File: src/rtl/display_arbiter.sv
// ---------------------------------------------------------------------------
// display_arbiter
//
// Time-shares the eight-digit seven-segment display between two requesters.
// Round-robin arbitration with a guaranteed minimum dwell. The selected
// owner's 32-bit digit word goes to the eight_display driver.
//
// Parameters:
//   DWELL      - minimum cycles an owner keeps the display while the other
//                side waits (>= 1)
//   IDLE_VALUE - digit word shown when nobody owns the display
//   GAP        - blank cycles between owners (>= 1), used only with the
//                optional feature below
//
// Optional feature (macro DISPLAY_ARB_GAP_EN):
//   An owner-to-owner switch passes through a blank GAP state for GAP
//   cycles. When the macro is undefined, switches are direct and no gap
//   logic is built.
//
// Ports:
//   ck      in   1   clock (only clock)
//   reset   in   1   synchronous, active-high reset
//   req     in   2   req[i] high while requester i wants the display
//   data0   in  32   requester 0 digits, [31:28] = digit 7 ... [3:0] = digit 0
//   data1   in  32   requester 1 digits, same layout
//   grant   out  2   one-hot owner, 2'b00 when unowned
//   digits  out 32   word to the display driver, [4k+3:4k] feeds digit k
//   valid   out  1   high when digits carries owner data
// ---------------------------------------------------------------------------
module display_arbiter #(
  parameter int unsigned DWELL      = 100000000,
  parameter logic [31:0] IDLE_VALUE = 32'h0000_0000,
  parameter int unsigned GAP        = 4
) (
  input  logic        ck,
  input  logic        reset,
  input  logic [1:0]  req,
  input  logic [31:0] data0,
  input  logic [31:0] data1,
  output logic [1:0]  grant,
  output logic [31:0] digits,
  output logic        valid
);

  localparam int unsigned CW = $clog2(DWELL + 1);
  localparam logic [CW-1:0] CNT_MAX = CW'(DWELL - 1);

  // Reject illegal parameter values at elaboration time.
  if (DWELL < 1 || GAP < 1) begin : g_param_check
    $error("display_arbiter: DWELL and GAP must both be >= 1");
  end

  typedef enum logic [1:0] {
    S_IDLE = 2'd0,
    S_OWN0 = 2'd1,
    S_OWN1 = 2'd2
`ifdef DISPLAY_ARB_GAP_EN
    ,
    S_GAP  = 2'd3
`endif
  } state_t;

  state_t        state_q, state_d;
  logic          last_q, last_d;
  logic [CW-1:0] cnt_q, cnt_d;
  logic [1:0]    grant_q, grant_d;
  logic [31:0]   digits_q, digits_d;
  logic          valid_q, valid_d;

`ifdef DISPLAY_ARB_GAP_EN
  localparam int unsigned GW = $clog2(GAP + 1);
  localparam logic [GW-1:0] GAP_MAX = GW'(GAP - 1);

  logic [GW-1:0] gap_cnt_q, gap_cnt_d;
  logic          target_q, target_d;
`endif

  logic dwell_done;
  logic cur;        // index of the current owner while in an OWN state
  logic take_own;   // enter an OWN state this cycle
  logic do_switch;  // owner-to-owner handover requested
  logic who;        // requester being handed the display

  assign dwell_done = (cnt_q == CNT_MAX);

  always_comb begin
    // NOTE: every signal gets a default first, so no path leaves one
    // unassigned and no latch is inferred.
    state_d   = state_q;
    last_d    = last_q;
    cnt_d     = cnt_q;
    take_own  = 1'b0;
    do_switch = 1'b0;
    who       = 1'b0;
    cur       = (state_q == S_OWN1);
`ifdef DISPLAY_ARB_GAP_EN
    gap_cnt_d = gap_cnt_q;
    target_d  = target_q;
`endif

    case (state_q)
      S_IDLE: begin
        cnt_d = '0;
        unique case (req)
          2'b01:   begin take_own = 1'b1; who = 1'b0;    end
          2'b10:   begin take_own = 1'b1; who = 1'b1;    end
          2'b11:   begin take_own = 1'b1; who = ~last_q; end
          default: ;
        endcase
      end

      S_OWN0, S_OWN1: begin
        if (!req[cur]) begin
          // Owner released: hand over at once regardless of dwell.
          if (req[~cur]) begin
            do_switch = 1'b1;
            who       = ~cur;
          end else begin
            state_d = S_IDLE;
          end
        end else if (req[~cur] && dwell_done) begin
          do_switch = 1'b1;
          who       = ~cur;
        end else if (!dwell_done) begin
          // Saturate at DWELL-1 so a long uncontested tenure stays "done".
          cnt_d = cnt_q + CW'(1);
        end
      end

`ifdef DISPLAY_ARB_GAP_EN
      S_GAP: begin
        if (gap_cnt_q == GAP_MAX) begin
          if (req[target_q]) begin
            take_own = 1'b1;
            who      = target_q;
          end else begin
            state_d = S_IDLE;
          end
        end else begin
          gap_cnt_d = gap_cnt_q + GW'(1);
        end
      end
`endif

      default: state_d = S_IDLE;
    endcase

    if (do_switch) begin
`ifdef DISPLAY_ARB_GAP_EN
      // Latch the target now; it is re-qualified against req at GAP exit.
      state_d   = S_GAP;
      target_d  = who;
      gap_cnt_d = '0;
`else
      take_own  = 1'b1;
`endif
    end

    if (take_own) begin
      state_d = who ? S_OWN1 : S_OWN0;
      last_d  = who;
      cnt_d   = '0;
    end

    // Outputs are decoded from the next state so they register alongside it.
    grant_d  = {state_d == S_OWN1, state_d == S_OWN0};
    valid_d  = |grant_d;
    digits_d = (state_d == S_OWN0) ? data0 :
               (state_d == S_OWN1) ? data1 : IDLE_VALUE;
  end

  always_ff @(posedge ck) begin
    // NOTE: non-blocking assignments so every flop samples pre-edge values.
    if (reset) begin
      state_q   <= S_IDLE;
      last_q    <= 1'b1;  // simultaneous first request goes to requester 0
      cnt_q     <= '0;
      grant_q   <= 2'b00;
      digits_q  <= IDLE_VALUE;
      valid_q   <= 1'b0;
`ifdef DISPLAY_ARB_GAP_EN
      gap_cnt_q <= '0;
      target_q  <= 1'b0;
`endif
    end else begin
      state_q   <= state_d;
      last_q    <= last_d;
      cnt_q     <= cnt_d;
      grant_q   <= grant_d;
      digits_q  <= digits_d;
      valid_q   <= valid_d;
`ifdef DISPLAY_ARB_GAP_EN
      gap_cnt_q <= gap_cnt_d;
      target_q  <= target_d;
`endif
    end
  end

  assign grant  = grant_q;
  assign digits = digits_q;
  assign valid  = valid_q;

endmodule
File: config.mk
export PLATFORM = sky130hd
export DESIGN_NAME = display_arbiter
export DESIGN_NICKNAME = d
export VERILOG_FILES = /design/src/rtl/display_arbiter.sv
export SDC_FILE = /design/constraint.sdc
export NUM_CORES = 1
export LEC_CHECK = 0
export ABC_AREA = 1
export CAP_MARGIN = 20
export CORE_AREA = 2 2 76 78
export DETAILED_ROUTE_END_ITERATION = 10
export DIE_AREA = 0 0 78 80
export DONT_BUFFER_PORTS = 1
export HOLD_SLACK_MARGIN = 0.12
export PLACE_DENSITY = 0.77
export SYNTH_ARGS = -nofsm -noshare
export SYNTH_HDL_FRONTEND = slang
export SYNTH_SLANG_ARGS = --single-unit
File: constraint.sdc
create_clock -name ck -period 3.1 [get_ports ck]
set_input_delay 0.62 -clock ck [delete_from_list [all_inputs] [get_ports ck]]
set_output_delay 0.62 -clock ck [all_outputs]
set_load 0.1 [all_outputs]
Word level (Yosys, flattened, before mapping)
Index checks and enable logic that the tools add are counted.
{"block": "totals", "reg_bits": 65, "output_inout_bits": 35}
{"block": "op_classes", "addsub": 1, "magnitude_cmp": 2, "n_eq_ne": 11, "mux": 27, "bitwise_logic": 2, "reduce_logical": 8}
{"cell": "two-way mux 27 bit", "n": 3}
{"cell": "two-way mux 32 bit", "n": 2}
{"cell": "one-hot mux 27 bit (2 select lines)", "n": 1}
{"cell": "adder 27 x 1 -> 27 bit (second input constant)", "n": 1}
{"cell": "== test 27 bit (second input constant)", "n": 1}
{"cell": "two-way mux 1 bit", "n": 14}
{"cell": "== test 2 bit (second input constant)", "n": 4}
{"cell": "two-way mux 2 bit", "n": 4}
{"cell": "== test 2 x 1 -> 1 bit (second input constant)", "n": 3}
{"cell": "!= test 2 bit (second input constant)", "n": 3}
{"cell": "OR reduction 2 bit", "n": 3}
{"cell": "< comparator 1 x 2 -> 1 bit (second input constant)", "n": 2}
{"cell": "one-hot mux 1 bit (2 select lines)", "n": 2}
{"cell": "one-hot mux 2 bit (2 select lines)", "n": 1}
{"cell": "AND reduction 4 bit", "n": 1}
{"cell": "OR reduction 3 bit", "n": 1}
{"cell": "zero test 2 bit", "n": 1}
{"cell": "inverter 1 bit", "n": 2}
{"cell": "nonzero test 2 bit", "n": 1}
{"cell": "logical AND 1 bit", "n": 1}

Logic depth before layout (Yosys ltp)
{"block": "logic_depth", "word_depth": 13, "mapped_depth": 17}

Worst setup path after synthesis
No wires, ideal clock.
{"block": "synth_path", "path_kind": "flip-flop to flip-flop", "start": "reg state_q[1]", "end": "reg digits_q[31] (netlist: digits[31])", "arrival_time_ps": 2402, "t_required_ps": 3039, "path_slack_ps": 637, "path_stages_with_launch": 15, "n_path_buf": 2, "path_cell_list": "dfxtp_1 > inv_1 > ha_1 > buf_2 > inv_1 > a211oi_1 > nand3_1 > nand2_1 > nand2_1 > nand2_1 > inv_1 > ha_1 > nor2_1 > clkbuf_1 > a32o_1"}
{"block": "synth_via", "elab_cells_between_ends": 29, "cone_classes": "eq/ne: 4; mux: 21; bitwise: 1; reduce/logical: 3"}
{"element": "from (decl)", "line_no": "63", "text": "state_t state_q, state_d;"}
{"element": "from (signal assigned)", "line_no": "186", "text": "state_q <= state_d;"}
{"element": "== test 2 bit", "line_no": "95, 101"}
{"element": "two-way mux 1 bit (not written as such) (2 in series)", "line_no": "115, 121"}
{"element": "logical AND 1 bit", "line_no": "121", "text": "end else if (req[~cur] && dwell_done) begin"}
{"element": "two-way mux 1 bit", "line_no": "121"}
{"element": "two-way mux 1 bit", "line_no": "113", "text": "if (!req[cur]) begin"}
{"element": "one-hot mux 1 bit (2 select lines) / two-way mux 1 bit (equally long branches)", "line_no": "101", "text": "case (state_q)"}
{"element": "two-way mux 2 bit / two-way mux 1 bit (equally long branches)", "line_no": "160, 148"}
{"element": "two-way mux 2 bit (*)", "line_no": "159", "text": "if (take_own) begin"}
{"element": "via state_d[0]", "line_no": "63"}
{"element": "== test 2 x 1 -> 1 bit (*)"}
{"element": "via grant_d[0]", "line_no": "66", "text": "logic [1:0] grant_q, grant_d;"}
{"element": "two-way mux 32 bit (*)", "line_no": "168", "text": "digits_d = (state_d == S_OWN0) ? data0 :"}
{"element": "to (signal assigned)", "line_no": "190", "text": "digits_q <= digits_d;"}
{"element": "to (decl)", "line_no": "67", "text": "logic [31:0] digits_q, digits_d;"}
Mark *: on every way through the listed nets, which the timed path passes. The rest lies on a longest branch. The select of a mux whose other input is x is not followed.
A chain may end at the register's enable or synchronous reset.

Worst setup path after layout
{"block": "layout_path", "start": "reg cnt_q[1]", "end": "reg digits_q[18] (netlist: digits[18])"}
{"block": "layout_via", "elab_cells_between_ends": 15, "cone_classes": "eq/ne: 3; mux: 11; reduce/logical: 1"}
{"element": "from (decl)", "line_no": "65", "text": "logic [CW-1:0] cnt_q, cnt_d;"}
{"element": "from (signal assigned)", "line_no": "188", "text": "cnt_q <= cnt_d;"}
{"element": "== test 27 bit (*)", "line_no": "84", "text": "assign dwell_done = (cnt_q == CNT_MAX);"}
{"element": "logical AND 1 bit (*)", "line_no": "121"}
{"element": "two-way mux 1 bit", "line_no": "121"}
{"element": "two-way mux 1 bit", "line_no": "113"}
{"element": "one-hot mux 1 bit (2 select lines) / two-way mux 1 bit (equally long branches)", "line_no": "101"}
{"element": "two-way mux 2 bit / two-way mux 1 bit (equally long branches)", "line_no": "160, 148"}
{"element": "two-way mux 2 bit (*)", "line_no": "159"}
{"element": "via state_d[0]", "line_no": "63"}
{"element": "== test 2 x 1 -> 1 bit (*)"}
{"element": "via grant_d[0]", "line_no": "66"}
{"element": "two-way mux 32 bit (*)", "line_no": "168"}
Mark *: on every way through the listed nets, which the timed path passes. The rest lies on a longest branch.

==> impl_metrics.xml <==
<?xml version="1.0" encoding="UTF-8"?>
<metrics>
  <group name="status">
    <metric name="outcome" unit="">finished clean</metric>
  </group>
  <group name="clock_tree">
    <metric name="htree_num_levels" unit="">3</metric>
    <metric name="cts_setup_buffers" unit="">0</metric>
    <metric name="cts-resized-gates" unit="">0</metric>
    <metric name="tritoncts_num_sinks" unit="">65</metric>
    <metric name="cts_hold_repair.buffers" unit="">0</metric>
    <metric name="clk_pin_slew" unit="ns">0.08</metric>
    <metric name="tritoncts_clock_tree" unit="">built</metric>
    <metric name="max-clock-path-buffers" unit="">2</metric>
    <metric name="cts_buffers" unit="">9</metric>
    <metric name="clk_root_buffer_cell" unit="">sky130_fd_sc_hd__clkbuf_8</metric>
    <metric name="worstSkewPairLatency" unit="ns">0.34</metric>
  </group>
  <group name="timing">
    <metric name="slew_viol_final" unit="">0</metric>
    <metric name="final-hold-violation-count" unit="">0</metric>
    <metric name="max_slew.worst_pin.slew" unit="ns">0.964</metric>
    <metric name="layout_worst_path_cycle_share" unit="">0.923</metric>
    <metric name="setup_viol_count_final" unit="">0</metric>
    <metric name="achievable-frequency" unit="GHz">0.350</metric>
    <metric name="setup_total_negative_slack" unit="ns">0</metric>
    <metric name="rsz0062_at_grt" unit="">no</metric>
    <metric name="post-route-min-period" unit="ns">2.86</metric>
    <metric name="fin_skew" unit="ns">0.00980</metric>
    <metric name="relSlewSlack" unit="">0.356</metric>
  </group>
  <group name="synthesis">
    <metric name="cell_count_after_synthesis" unit="">457</metric>
    <metric name="seq_area_frac_synth" unit="">0.392</metric>
    <metric name="synth_fp_nets" unit="">531</metric>
    <metric name="post_synth_instance_area" unit="mm2">0.00332</metric>
    <metric name="yosys_register_bits" unit="">65</metric>
    <metric name="synth_edf_count" unit="">0</metric>
    <metric name="yosysWarnings" unit="">0</metric>
    <metric name="postSynth.asyncResetShare" unit="">0</metric>
    <metric name="synthDistinctLibCells" unit="">31</metric>
    <metric name="yosys_most_used_dff" unit="">sky130_fd_sc_hd__dfxtp_1</metric>
    <metric name="synth_area_per_cell" unit="um2">7.26</metric>
  </group>
  <group name="flow_run">
    <metric name="drv.max_cap_violation_count" unit="">0</metric>
  </group>
  <group name="grt">
    <metric name="global_route_usage_over_all_layers" unit="">0.259</metric>
    <metric name="number_of_antenna_violations_at_the_first_check_in_global_routing" unit="">0</metric>
    <metric name="gr-total-overflow" unit="">0</metric>
    <metric name="vias_in_the_first_global_route" unit="">2770</metric>
    <metric name="grt_max_degree" unit="">34</metric>
    <metric name="grt_pass1_wl" unit="mm">12.7</metric>
  </group>
  <group name="layout">
    <metric name="layout.cells.most_common_list" unit="">117 x sky130_fd_sc_hd__nand2_1, 89 x sky130_fd_sc_hd__nor2_1, 65 x sky130_fd_sc_hd__dfxtp_1</metric>
    <metric name="register_area" unit="mm2">0.00130</metric>
    <metric name="final_common_cell" unit="">sky130_fd_sc_hd__nand2_1</metric>
    <metric name="fin_nets" unit="">530</metric>
    <metric name="antennaDiodeCount" unit="">0</metric>
    <metric name="fin_cells" unit="">533</metric>
    <metric name="final_core_util" unit="">0.662</metric>
    <metric name="syn_to_final_growth" unit="%">7.80</metric>
    <metric name="layout_cells_sized_above_1" unit="">0.104</metric>
    <metric name="filler_cell_count" unit="">484</metric>
    <metric name="footprint_of_the_multi_input_gates" unit="mm2">0.00176</metric>
    <metric name="post-route-cell-area" unit="mm2">0.00358</metric>
  </group>
  <group name="die">
    <metric name="floorplan.rows" unit="">27</metric>
    <metric name="floorplan.io_pins" unit="">103</metric>
    <metric name="horizontal_die_dimension" unit="um">78</metric>
    <metric name="fp.dieArea" unit="mm2">0.00624</metric>
    <metric name="die_height" unit="um">80</metric>
    <metric name="core-area" unit="mm2">0.00541</metric>
    <metric name="start_util" unit="">0.614</metric>
  </group>
  <group name="critical_path">
    <metric name="timing_worst_setup_path_type" unit="">reg -&gt; reg</metric>
    <metric name="endpoint_kind" unit="">flop</metric>
    <metric name="worst-path-max-fanout" unit="">17</metric>
    <metric name="worstReg2RegStart" unit="">cnt_q[1]</metric>
    <metric name="critPathRequiredTime" unit="ns">3.33</metric>
    <metric name="crit_start" unit="">cnt_q[1]</metric>
    <metric name="crit_path_start_kind" unit="">flop</metric>
    <metric name="timing.critical_path.arrival" unit="ns">3.09</metric>
  </group>
  <group name="detailed_routing">
    <metric name="avgViaCountPerCell" unit="">5.48</metric>
    <metric name="drc_errors" unit="">0</metric>
    <metric name="wirelength" unit="mm">7.95</metric>
    <metric name="route.antenna.remaining_nets" unit="">0</metric>
    <metric name="first_pass_iters" unit="">5</metric>
    <metric name="vias" unit="">2919</metric>
    <metric name="first_iter_violations" unit="">197</metric>
    <metric name="routed_wire_length_per_instance" unit="um">14.9</metric>
  </group>
  <group name="place">
    <metric name="placedCellCount" unit="">516</metric>
    <metric name="dpl_cell_area" unit="mm2">0.00334</metric>
    <metric name="dp_hpwl" unit="mm">5.60</metric>
    <metric name="place.port_buffers" unit="">0</metric>
    <metric name="globalplace.congestion" unit="">0.963</metric>
  </group>
  <group name="power_and_ir_drop">
    <metric name="cellLeakagePower" unit="nW">1.23</metric>
    <metric name="areal_power_density_over_the_cells" unit="mW/mm2">1270</metric>
    <metric name="total_power" unit="mW">4.55</metric>
    <metric name="max-vdd-ir-drop" unit="mV">1.20</metric>
  </group>
  <group name="worst_hold_path">
    <metric name="timing.hold.worst.start" unit="">reset</metric>
    <metric name="worstHoldPathType" unit="">in -&gt; reg</metric>
  </group>
</metrics>
per-stage QoR:
| step | hold slack (ns) | setup slack [ns] |
|---|---|---|
| after detailed placement | 0.497 | 0.227 |
| after global routing | 0.328 | 0.000320 |
| after CTS | 0.336 | 0.161 |
| after global placement | 0.493 | 0.402 |
| after floorplan | 0.465 | 0.637 |
| final | 0.341 | 0.239 |
power breakdown:
part | total [mW] | switching (mW) | internal, mW
Combinational | 1.06 | 0.744 | 0.316
Sequential | 2.68 | 1.62 | 1.06
Clock | 0.814 | 0.338 | 0.475
routing by layer:
metal,wire length [um],GRT usage
met3,700,0.0894
met4,146,0.0965
met5,0,0
met2,3780,0.419
met1,3310,0.321
kinds of logic (layout without fill, tap and decap cells):
logic type               Yosys count  count (layout)  share of synthesized area
AO/OA/AOI/OAI                     57              57                      0.149
adder cells (fa/ha/maj)            6               6                     0.0226
flip-flops                        65              65                      0.392
AND/OR/NAND/NOR                  260             260                      0.327
XOR/XNOR                          12              12                     0.0317
buffers and inverters             57              61                     0.0776
state kept, by name (all words and copies together) (netlist names):
signal,cells
digits,32
cnt_q,27
grant,2
state_q,2
last_q,1
valid,1
layout make-up:
class	instances	share of cell area
multi-input combinational	335	0.493
sequential	65	0.364
inverter	39	0.0420
clock buffer	10	0.0385
clock inverter	6	0.0255
tap	72	0.0252
timing repair buffer	5	0.0105
timing repair inverter	1	0.00210
critical path, cell delays in order (launching register included):
cell and delay [ns]:
sky130_fd_sc_hd__dfxtp_1 0.39, sky130_fd_sc_hd__ha_1 0.23, sky130_fd_sc_hd__inv_1 0.09, sky130_fd_sc_hd__nor2_4 0.17, sky130_fd_sc_hd__nand2_4 0.09, sky130_fd_sc_hd__nor2_1 0.12, sky130_fd_sc_hd__nand2_1 0.06, sky130_fd_sc_hd__nand2_1 0.07
sky130_fd_sc_hd__nand3_1 0.07, sky130_fd_sc_hd__nand2_1 0.07, sky130_fd_sc_hd__nand2_1 0.10, sky130_fd_sc_hd__nand2_1 0.13, sky130_fd_sc_hd__inv_1 0.06, sky130_fd_sc_hd__ha_1 0.23, sky130_fd_sc_hd__nand2_1 0.20, sky130_fd_sc_hd__clkinvlp_4 0.34
sky130_fd_sc_hd__a32o_1 0.32
worst paths after layout:
check,end,cells after the start,slack [ns]
setup / recovery,digits[18],16,0.24
hold / removal,state_q[0],1,0.34
setup reg to reg,digits[18],16,0.24
hold reg to reg,last_q,2,0.51
Yosys cell counts (4+ instances only):
cell type / instances / area, um2
sky130_fd_sc_hd__nor2_2: 5 / 31.3
sky130_fd_sc_hd__dfxtp_1: 65 / 1300
sky130_fd_sc_hd__nor2_1: 90 / 338
sky130_fd_sc_hd__nand2_2: 4 / 25.0
sky130_fd_sc_hd__buf_6: 5 / 56.3
sky130_fd_sc_hd__nand3_1: 30 / 150
sky130_fd_sc_hd__ha_1: 6 / 75.1
sky130_fd_sc_hd__xor2_1: 9 / 78.8
sky130_fd_sc_hd__a32o_1: 32 / 320
sky130_fd_sc_hd__a21oi_1: 7 / 35.0
sky130_fd_sc_hd__inv_1: 38 / 143
sky130_fd_sc_hd__clkbuf_1: 7 / 26.3
sky130_fd_sc_hd__a21oi_2: 12 / 105
sky130_fd_sc_hd__nand2_1: 117 / 439
(Power assumes the default switching activity.)
